### config.mk
export PLATFORM = sky130hd
export DESIGN_NAME = ysyx_22050039_ctrl_fsm_flat
export DESIGN_NICKNAME = d
export VERILOG_FILES = /design/src/rtl/ysyx_22050039_ctrl_fsm_if.sv /design/src/rtl/ysyx_22050039_ctrl_fsm.sv /design/src/flat_wrapper.sv
export SDC_FILE = /design/constraint.sdc
export NUM_CORES = 1
export LEC_CHECK = 0
export ABC_AREA = 1
export CAP_MARGIN = 5
export CELL_PAD_IN_SITES_DETAIL_PLACEMENT = 0
export CELL_PAD_IN_SITES_GLOBAL_PLACEMENT = 1
export CORE_MARGIN = 5
export CORE_UTILIZATION = 31
export DETAILED_ROUTE_END_ITERATION = 7
export HOLD_SLACK_MARGIN = 0.15
export PLACE_DENSITY = 0.83
export SLEW_MARGIN = 10
export SYNTH_ARGS = -nofsm -noshare
export SYNTH_HDL_FRONTEND = slang
export SYNTH_SLANG_ARGS = --single-unit
### constraint.sdc
create_clock -name clk -period 3.6 [get_ports clk]
set_clock_uncertainty 0.1 [all_clocks]
set_input_delay 0.36 -clock clk [delete_from_list [all_inputs] [get_ports clk]]
set_output_delay 0.36 -clock clk [all_outputs]
set_load 0.01 [all_outputs]
### src/rtl/ysyx_22050039_ctrl_fsm_if.sv
`default_nettype none
// ============================================================================
//  Module   : ysyx_22050039_ctrl_fsm_if
//  Purpose  : Handshake bundle between the control sequencer (master) and
//             the instruction fetch unit, mul/div unit and LSU (slave).
//  Revision : 1.0  initial release
// ============================================================================
interface ysyx_22050039_ctrl_fsm_if;
    logic ifu_req;      // instruction fetch request
    logic ifu_rvalid;   // fetched instruction valid
    logic ir_wen;       // latch instruction register
    logic mdu_start;    // single-cycle start pulse to mul/div
    logic mdu_done;     // mul/div result valid
    logic lsu_req;      // data memory request
    logic lsu_we;       // data request is a write
    logic lsu_ack;      // data memory response

    modport master (
        output ifu_req, ir_wen, mdu_start, lsu_req, lsu_we,
        input  ifu_rvalid, mdu_done, lsu_ack
    );

    modport slave (
        input  ifu_req, ir_wen, mdu_start, lsu_req, lsu_we,
        output ifu_rvalid, mdu_done, lsu_ack
    );
endinterface
`default_nettype wire

### src/rtl/ysyx_22050039_ctrl_fsm.sv
`default_nettype none
// ============================================================================
//  Module   : ysyx_22050039_ctrl_fsm
//  Purpose  : Multi-cycle control sequencer for the RV64 core. Steps each
//             instruction through FETCH/DECODE/EXEC/(MDU_WAIT|MEM)/WB and
//             reports halt, fatal error and the retired-instruction count.
//  Revision : 1.0  initial release
// ============================================================================
module ysyx_22050039_ctrl_fsm #(
    parameter int XLEN    = 64,
    parameter int TIMEOUT = 16,
    parameter int TO_W    = 5
) (
    input  wire logic                clk,
    input  wire logic                rst,
    ysyx_22050039_ctrl_fsm_if.master bus,
    input  wire logic                i_dec_load,
    input  wire logic                i_dec_store,
    input  wire logic                i_dec_muldiv,
    input  wire logic                i_dec_wpc,
    input  wire logic                i_dec_wreg,
    input  wire logic                i_dec_ebreak,
    input  wire logic                i_dec_invalid,
    output logic                     o_reg_total_wen,
    output logic                     o_pc_update,
    output logic                     o_pc_sel,
    output logic                     o_halt,
    output logic                     o_err,
    output logic [1:0]               o_err_code,
    output logic [2:0]               o_state,
    output logic [XLEN-1:0]          o_instret
);

    localparam logic [2:0] c_fetch    = 3'd0;
    localparam logic [2:0] c_decode   = 3'd1;
    localparam logic [2:0] c_exec     = 3'd2;
    localparam logic [2:0] c_mdu_wait = 3'd3;
    localparam logic [2:0] c_mem      = 3'd4;
    localparam logic [2:0] c_wb       = 3'd5;
    localparam logic [2:0] c_halt     = 3'd6;
    localparam logic [2:0] c_err      = 3'd7;

    localparam logic [1:0] c_ec_fetch = 2'd1;
    localparam logic [1:0] c_ec_mem   = 2'd2;
    localparam logic [1:0] c_ec_dec   = 2'd3;

    // Counter value seen during the last permitted waiting cycle.
    localparam logic [TO_W-1:0] c_to_last = TO_W'(TIMEOUT - 1);

    logic [2:0]      r_state;
    logic [2:0]      w_state_nxt;
    logic [TO_W-1:0] r_to_cnt;
    logic [1:0]      r_err_code;
    logic [1:0]      w_err_code_nxt;
    logic [XLEN-1:0] r_instret;
    logic            w_retire;
    logic            w_dec_bad;
    logic            w_to_expired;

    // An instruction may belong to at most one multi-cycle class.
    assign w_dec_bad = i_dec_invalid
                     | (i_dec_load  & i_dec_store)
                     | (i_dec_load  & i_dec_muldiv)
                     | (i_dec_store & i_dec_muldiv);

    assign w_to_expired = (r_to_cnt == c_to_last);

    // State register.
    always_ff @(posedge clk) begin
        if (rst) r_state <= c_fetch;
        else     r_state <= w_state_nxt;
    end

    // Wait counter: cleared on any state change so each FETCH/MEM visit starts at 0.
    always_ff @(posedge clk) begin
        if (rst)                                       r_to_cnt <= '0;
        else if (w_state_nxt != r_state)               r_to_cnt <= '0;
        else if (r_state == c_fetch || r_state == c_mem) r_to_cnt <= r_to_cnt + TO_W'(1);
    end

    // Error code is captured once, on the transition into ERR, then held.
    always_ff @(posedge clk) begin
        if (rst)                                          r_err_code <= 2'd0;
        else if (w_state_nxt == c_err && r_state != c_err) r_err_code <= w_err_code_nxt;
    end

    // Retired-instruction counter, wraps naturally at 2^XLEN.
    always_ff @(posedge clk) begin
        if (rst)           r_instret <= '0;
        else if (w_retire) r_instret <= r_instret + XLEN'(1);
    end

    // Next-state, error cause and retire decision.
    always_comb begin
        w_state_nxt    = r_state;
        w_err_code_nxt = 2'd0;
        w_retire       = 1'b0;
        case (r_state)
            c_fetch: begin
                if (bus.ifu_rvalid) begin
                    w_state_nxt = c_decode;
                end else if (w_to_expired) begin
                    w_state_nxt    = c_err;
                    w_err_code_nxt = c_ec_fetch;
                end
            end
            c_decode: begin
                if (w_dec_bad) begin
                    w_state_nxt    = c_err;
                    w_err_code_nxt = c_ec_dec;
                end else if (i_dec_ebreak) begin
                    w_state_nxt = c_halt;
                    w_retire    = 1'b1;
                end else begin
                    w_state_nxt = c_exec;
                end
            end
            c_exec: begin
                if (i_dec_muldiv)                   w_state_nxt = c_mdu_wait;
                else if (i_dec_load || i_dec_store) w_state_nxt = c_mem;
                else                                w_state_nxt = c_wb;
            end
            c_mdu_wait: begin
                if (bus.mdu_done) w_state_nxt = c_wb;
            end
            c_mem: begin
                if (bus.lsu_ack) begin
                    w_state_nxt = c_wb;
                end else if (w_to_expired) begin
                    w_state_nxt    = c_err;
                    w_err_code_nxt = c_ec_mem;
                end
            end
            c_wb: begin
                w_state_nxt = c_fetch;
                w_retire    = 1'b1;
            end
            default: w_state_nxt = r_state;   // HALT and ERR are sticky
        endcase
    end

    // Strobes and status decoded from the current state.
    always_comb begin
        bus.ifu_req     = 1'b0;
        bus.ir_wen      = 1'b0;
        bus.mdu_start   = 1'b0;
        bus.lsu_req     = 1'b0;
        bus.lsu_we      = 1'b0;
        o_reg_total_wen = 1'b0;
        o_pc_update     = 1'b0;
        o_pc_sel        = 1'b0;
        case (r_state)
            c_fetch: begin
                bus.ifu_req = 1'b1;
                bus.ir_wen  = bus.ifu_rvalid;
            end
            c_exec: begin
                bus.mdu_start = i_dec_muldiv;
            end
            c_mem: begin
                bus.lsu_req = 1'b1;
                bus.lsu_we  = i_dec_store;
            end
            c_wb: begin
                o_reg_total_wen = i_dec_wreg;
                o_pc_update     = 1'b1;
                o_pc_sel        = i_dec_wpc;
            end
            default: ;
        endcase
    end

    assign o_halt     = (r_state == c_halt);
    assign o_err      = (r_state == c_err);
    assign o_err_code = r_err_code;
    assign o_state    = r_state;
    assign o_instret  = r_instret;

endmodule
`default_nettype wire

### src/flat_wrapper.sv
// flat-port wrapper written by rule: the top's interface ports become plain ports
module ysyx_22050039_ctrl_fsm_flat 
#(
    parameter int XLEN    = 64,
    parameter int TIMEOUT = 16,
    parameter int TO_W    = 5
)
  (clk, rst, i_dec_load, i_dec_store, i_dec_muldiv, i_dec_wpc, i_dec_wreg, i_dec_ebreak, i_dec_invalid, o_reg_total_wen, o_pc_update, o_pc_sel, o_halt, o_err, o_err_code, o_state, o_instret, bus_ifu_req, bus_ir_wen, bus_mdu_start, bus_lsu_req, bus_lsu_we, bus_ifu_rvalid, bus_mdu_done, bus_lsu_ack);
  ysyx_22050039_ctrl_fsm_if bus_i ();
  input  wire logic clk;
  input  wire logic rst;
  input  wire logic i_dec_load;
  input  wire logic i_dec_store;
  input  wire logic i_dec_muldiv;
  input  wire logic i_dec_wpc;
  input  wire logic i_dec_wreg;
  input  wire logic i_dec_ebreak;
  input  wire logic i_dec_invalid;
  output logic o_reg_total_wen;
  output logic o_pc_update;
  output logic o_pc_sel;
  output logic o_halt;
  output logic o_err;
  output logic [1:0] o_err_code;
  output logic [2:0] o_state;
  output logic [XLEN-1:0] o_instret;
  output wire logic [$bits(bus_i.ifu_req)-1:0] bus_ifu_req;
  output wire logic [$bits(bus_i.ir_wen)-1:0] bus_ir_wen;
  output wire logic [$bits(bus_i.mdu_start)-1:0] bus_mdu_start;
  output wire logic [$bits(bus_i.lsu_req)-1:0] bus_lsu_req;
  output wire logic [$bits(bus_i.lsu_we)-1:0] bus_lsu_we;
  input wire logic [$bits(bus_i.ifu_rvalid)-1:0] bus_ifu_rvalid;
  input wire logic [$bits(bus_i.mdu_done)-1:0] bus_mdu_done;
  input wire logic [$bits(bus_i.lsu_ack)-1:0] bus_lsu_ack;
  assign bus_ifu_req = bus_i.ifu_req;
  assign bus_ir_wen = bus_i.ir_wen;
  assign bus_mdu_start = bus_i.mdu_start;
  assign bus_lsu_req = bus_i.lsu_req;
  assign bus_lsu_we = bus_i.lsu_we;
  assign bus_i.ifu_rvalid = bus_ifu_rvalid;
  assign bus_i.mdu_done = bus_mdu_done;
  assign bus_i.lsu_ack = bus_lsu_ack;
  ysyx_22050039_ctrl_fsm #(.XLEN(XLEN), .TIMEOUT(TIMEOUT), .TO_W(TO_W)) u_core (.clk(clk), .rst(rst), .bus(bus_i), .i_dec_load(i_dec_load), .i_dec_store(i_dec_store), .i_dec_muldiv(i_dec_muldiv), .i_dec_wpc(i_dec_wpc), .i_dec_wreg(i_dec_wreg), .i_dec_ebreak(i_dec_ebreak), .i_dec_invalid(i_dec_invalid), .o_reg_total_wen(o_reg_total_wen), .o_pc_update(o_pc_update), .o_pc_sel(o_pc_sel), .o_halt(o_halt), .o_err(o_err), .o_err_code(o_err_code), .o_state(o_state), .o_instret(o_instret));
endmodule
# After elaboration in Yosys (flattened, before gate mapping)
# Index checks and enable logic that the tools add are counted.
# word_totals
word_cells	54
input_bits	12
ff_bits	74
# classes
bitwise	6
reduce_logical	5
add_sub_neg	2
eq_ne	11
mux	26
# ops
op	n
64-bit by 1-bit adder with 64-bit output (second input constant)	1
3-bit 2-to-1 mux	7
3-bit case mux with 6 select lines	1
3-bit == test (second input constant)	5
1-bit 2-to-1 mux	12
2-bit 2-to-1 mux	4
3-bit by 2-bit == test with 1-bit output (second input constant)	2
2-bit case mux with 3 select lines	1
5-bit by 1-bit adder with 5-bit output (second input constant)	1
5-bit by 4-bit == test with 1-bit output (second input constant)	1
1-bit AND	3
3-bit by 1-bit == test with 1-bit output (second input constant)	1
3-bit zero test	1
3-bit != test	1
3-bit != test (second input constant)	1
1-bit OR	3
1-bit logical OR	2
1-bit case mux with 2 select lines	1
2-bit OR reduction	1
1-bit logical AND	1

# Depth between registers and ports, before layout
# logic_depth
word_depth	8
mapped_depth	12
mapped_depth_nobuf	12

# Worst setup path before layout
# No wires, ideal clock.
# synth_timing
path_kind	reg2reg
from	reg u_core.r_instret[0], in the netlist u_core.o_instret[0]
to	reg u_core.r_instret[48], in the netlist u_core.o_instret[48]
arrival_ps	1529
setup_time_ps	113
path_slack_ps	1858
path_stages_with_launch	13
n_path_buf	0
synth_period_minus_slack_ps	1742
path_cell_list	dfxtp_1 ha_1 nand2_1 nor2_4 nand2_1 nor2_1 nand2_1 inv_2 nand2_1 nor2_1 nand2_1 nand2_1 nor2_1
# synth_between
elab_chain_cells	1
# synth_rtl
element	line_no	rtl
start: declaration	ysyx_22050039_ctrl_fsm.sv:55	logic [XLEN-1:0] r_instret;
start signal: assignment	ysyx_22050039_ctrl_fsm.sv:90	else if (w_retire) r_instret <= r_instret + XLEN'(1);
64-bit by 1-bit adder with 64-bit output	ysyx_22050039_ctrl_fsm.sv:90	
# Every way passes these cells.
# A chain may end at the register's enable or synchronous reset.

# Worst setup path in the final report
# layout_timing
from	reg u_core.r_state[0], in the netlist u_core.o_state[0]
to	out bus_ir_wen
# layout_between
elab_chain_cells	2
# layout_rtl
element	line_no	rtl
start: declaration	ysyx_22050039_ctrl_fsm.sv:50	logic [2:0] r_state;
start signal: assignment	ysyx_22050039_ctrl_fsm.sv:70	if (rst) r_state <= c_fetch;
start signal: assignment	ysyx_22050039_ctrl_fsm.sv:71	else r_state <= w_state_nxt;
3-bit zero test	ysyx_22050039_ctrl_fsm.sv:152	case (r_state)
1-bit 2-to-1 mux	ysyx_22050039_ctrl_fsm.sv:152	
end: declaration	flat_wrapper.sv:28	output wire logic [$bits(bus_i.ir_wen)-1:0] bus_ir_wen;
# Every way passes these cells.

==> out/qor.txt <==
status: finished clean
Core ar.: 13900 sq um
initial antenna violation count: 0
cell area after synthesis: 4410 sq um
Placed Cells: 971
CTS Buf Count: 9
die width: 129 um
Yosys warning total: 0
critical path's top delay family: simple AND/OR/NAND/NOR gates
most common library cells after synthesis: 176 x nand2_1, 145 x nor2_1, 77 x inv_1
fin nets: 817
leakage power total: 2.18 nW
Required @ worst endpoint: 3.14 ns
Total GRT Usage: 16.7%
ranking of synthesized cells by area: dfxtp_1 34%, nand2_1 15%, nor2_1 12%, inv_1 6.5%, nand4_1 4.5%
Slowest cell on crit path: clkdlybuf4s50_1
final std cells w/o fill: 987
CP max FO: 9
Initial Util: 31.7%
max-cap check violation count: 0
Post-Syn Nets: 723
global-route wire length before repair: 22000 um
Mapped Cells: 708
Worst setup SP type: register
PwrDens: 397 nW/um^2
hold_buf cts: 0
PortBufs: 90
CP bufs+invs: 1
TritonCTS clock tree: done
Total Wirelength: 13800 um
routed len/inst: 14.0 um
ys async rst share: 0%
IO Count: 91
placer congestion estimate: 0.875
Max VDD drop: 0.200 mV
CP endpoint kind: primary output
Post-synth EDFFs: 0
Die ar.: 16700 sq um
post-route ant nets: 0
number of global-route vias before repair: 4295
post-route setup TNS: 0 ns
GRT overflow: 0
Placement Rows: 43
via count: 4701
Cell Chain, Critical Path: nor2_2 > nand2_2 > nor2_1 > clkdlybuf4s50_1
largest net degree at the start of global routing: 28
Max Root-Sink Buffers: 2
Critical Path Max Stage Delay: 0.54 ns
H-tree Lvls: 3
1st-iter DRT viols: 292
RSZ-0062 raised after global routing: false
Area Growth Syn to Fin: 31.3%
fmax: 420 MHz
drc violations: 0
Clock Sinks: 74
layout cells sized above 1: 7.81%
HP Class: reg2reg
Synth cell types: 34
min Tclk post-route: 2.38 ns
worst reg2reg setup slack: 1.56 ns
vias per cell: 4.76
post-CTS setup buffers: 0
Detailed Place HPWL: 10700 um
fin crit share: 66.2%
die height: 129 um
cell taking the most area after synthesis: dfxtp_1
sequential area share after synthesis: 33.6%
Crit Path Class: reg2out
Mapped Avg Cell Area: 6.23 sq um
# diodes: 0
Yosys top cell area share: 33.6%
clock latency reported for the late side of the worst-skew pair: 0.34 ns
Main synth FF type: dfxtp_1
Tightest Pin Transition: 0.543 ns
Hold Vio Cnt, Final: 0
clock-pin slew on the worst setup and hold paths: 0.06 ns
CP arrival: 1.92 ns
clock root buffer: clkbuf_16
Yosys reg bits: 74
most frequent cell after synthesis: nand2_1
max_slew headroom: 63.5%
TritonRoute pass-1 iters: 5
fin. max-slew vios: 0
CTS-repair resized insts: 0
final setup fails: 0
final timing paths:
path | startpoint | endpoint | cells after the start
worst max register to register | u_core.o_state[0] | u_core.o_instret[53] | 10
worst max-delay path | u_core.o_state[0] | bus_ir_wen | 4
worst min-delay path | u_core.o_err_code[0] | u_core.o_err_code[0] | 2
worst min register to register | u_core.o_err_code[0] | u_core.o_err_code[0] | 2
kinds of logic after synthesis:
family	after synthesis	share of synthesized area, %
mux	1	0.227
buf+inv	98	8.65
fa+ha+maj	3	0.850
compound gates	68	7.91
xor+xnor	11	2.18
flops	74	33.6
simple gates	453	46.6
flip-flops by register name, summed over array words and instances, names as in the netlist:
signal / count
u_core.o_state: 3
u_core.o_err_code: 2
u_core.o_instret: 64
u_core.r_to_cnt: 5
per-stage QoR:
stage | power [W] | utilization, % | hold WS, ns | setup WS, ns | cell area, sq um
after floorplan | 0.00125 | - | 0.370 | 1.86 | 4410
after global placement | 0.00146 | 39.6 | 0.340 | 1.24 | 5510
after detailed placement | 0.00146 | 39.6 | 0.343 | 1.22 | 5510
after CTS | 0.00232 | 41.6 | 0.352 | 1.18 | 5800
after global routing | 0.00242 | 41.6 | 0.374 | 1.09 | 5800
final | 0.00230 | 41.6 | 0.349 | 1.22 | 5800
per-layer routing:
layer  up-vias  track usage (%)  wire length [um]
met4         0             5.62               193
met3        12             3.38               785
met5         -                0                 0
met2       122             26.5              6140
li1       2457                -                 -
met1      2110             22.7              6680
area by class of cell:
cell class | count | area [sq um]
flip-flops and latches | 74 | 1480
well taps | 180 | 225
multi-input cells | 536 | 2550
fillers | 1499 | 8140
clock buffers | 14 | 274
inverters | 88 | 330
clock inverters | 2 | 10.0
repair buffers | 93 | 923
layout by cell type (no fill, tap or decap):
cell               n
buf_4              3
nand2_1          176
inv_1             77
nor2_8             1
nand2_4            2
nor2_2            14
nor3b_2            1
a21oi_1           35
mux2i_1            1
xnor2_1            2
nor2_1           145
and2_1             2
nor3_1            16
a31oi_1            3
dfxtp_1           74
nand3_1           37
nor3b_1            3
clkdlybuf4s50_1   90
clkbuf_1           2
ha_1               3
o21a_1             2
xor2_1             9
and3_1             2
nand3_2            5
inv_2             10
nand4_1           32
clkbuf_16          9
o21ai_1            5
nand3b_1           4
o21ai_0           23
clkinv_1           1
clkbuf_8           3
nand2_2            5
nor3_2             3
clkinv_2           2
nor2_4             5
worst min-delay path: stages (launching register included):
cell and delay [ns]:
dfxtp_1 0.31, inv_1 0.05, a21oi_1 0.05
power breakdown:
group / internal (W) / switching [W]
Sequential: 0.000856 / 0.0000485
Clock: 0.000521 / 0.000342
Combinational: 0.000213 / 0.000319
Total: 0.00159 / 0.000710
(Power assumes the default switching activity.)
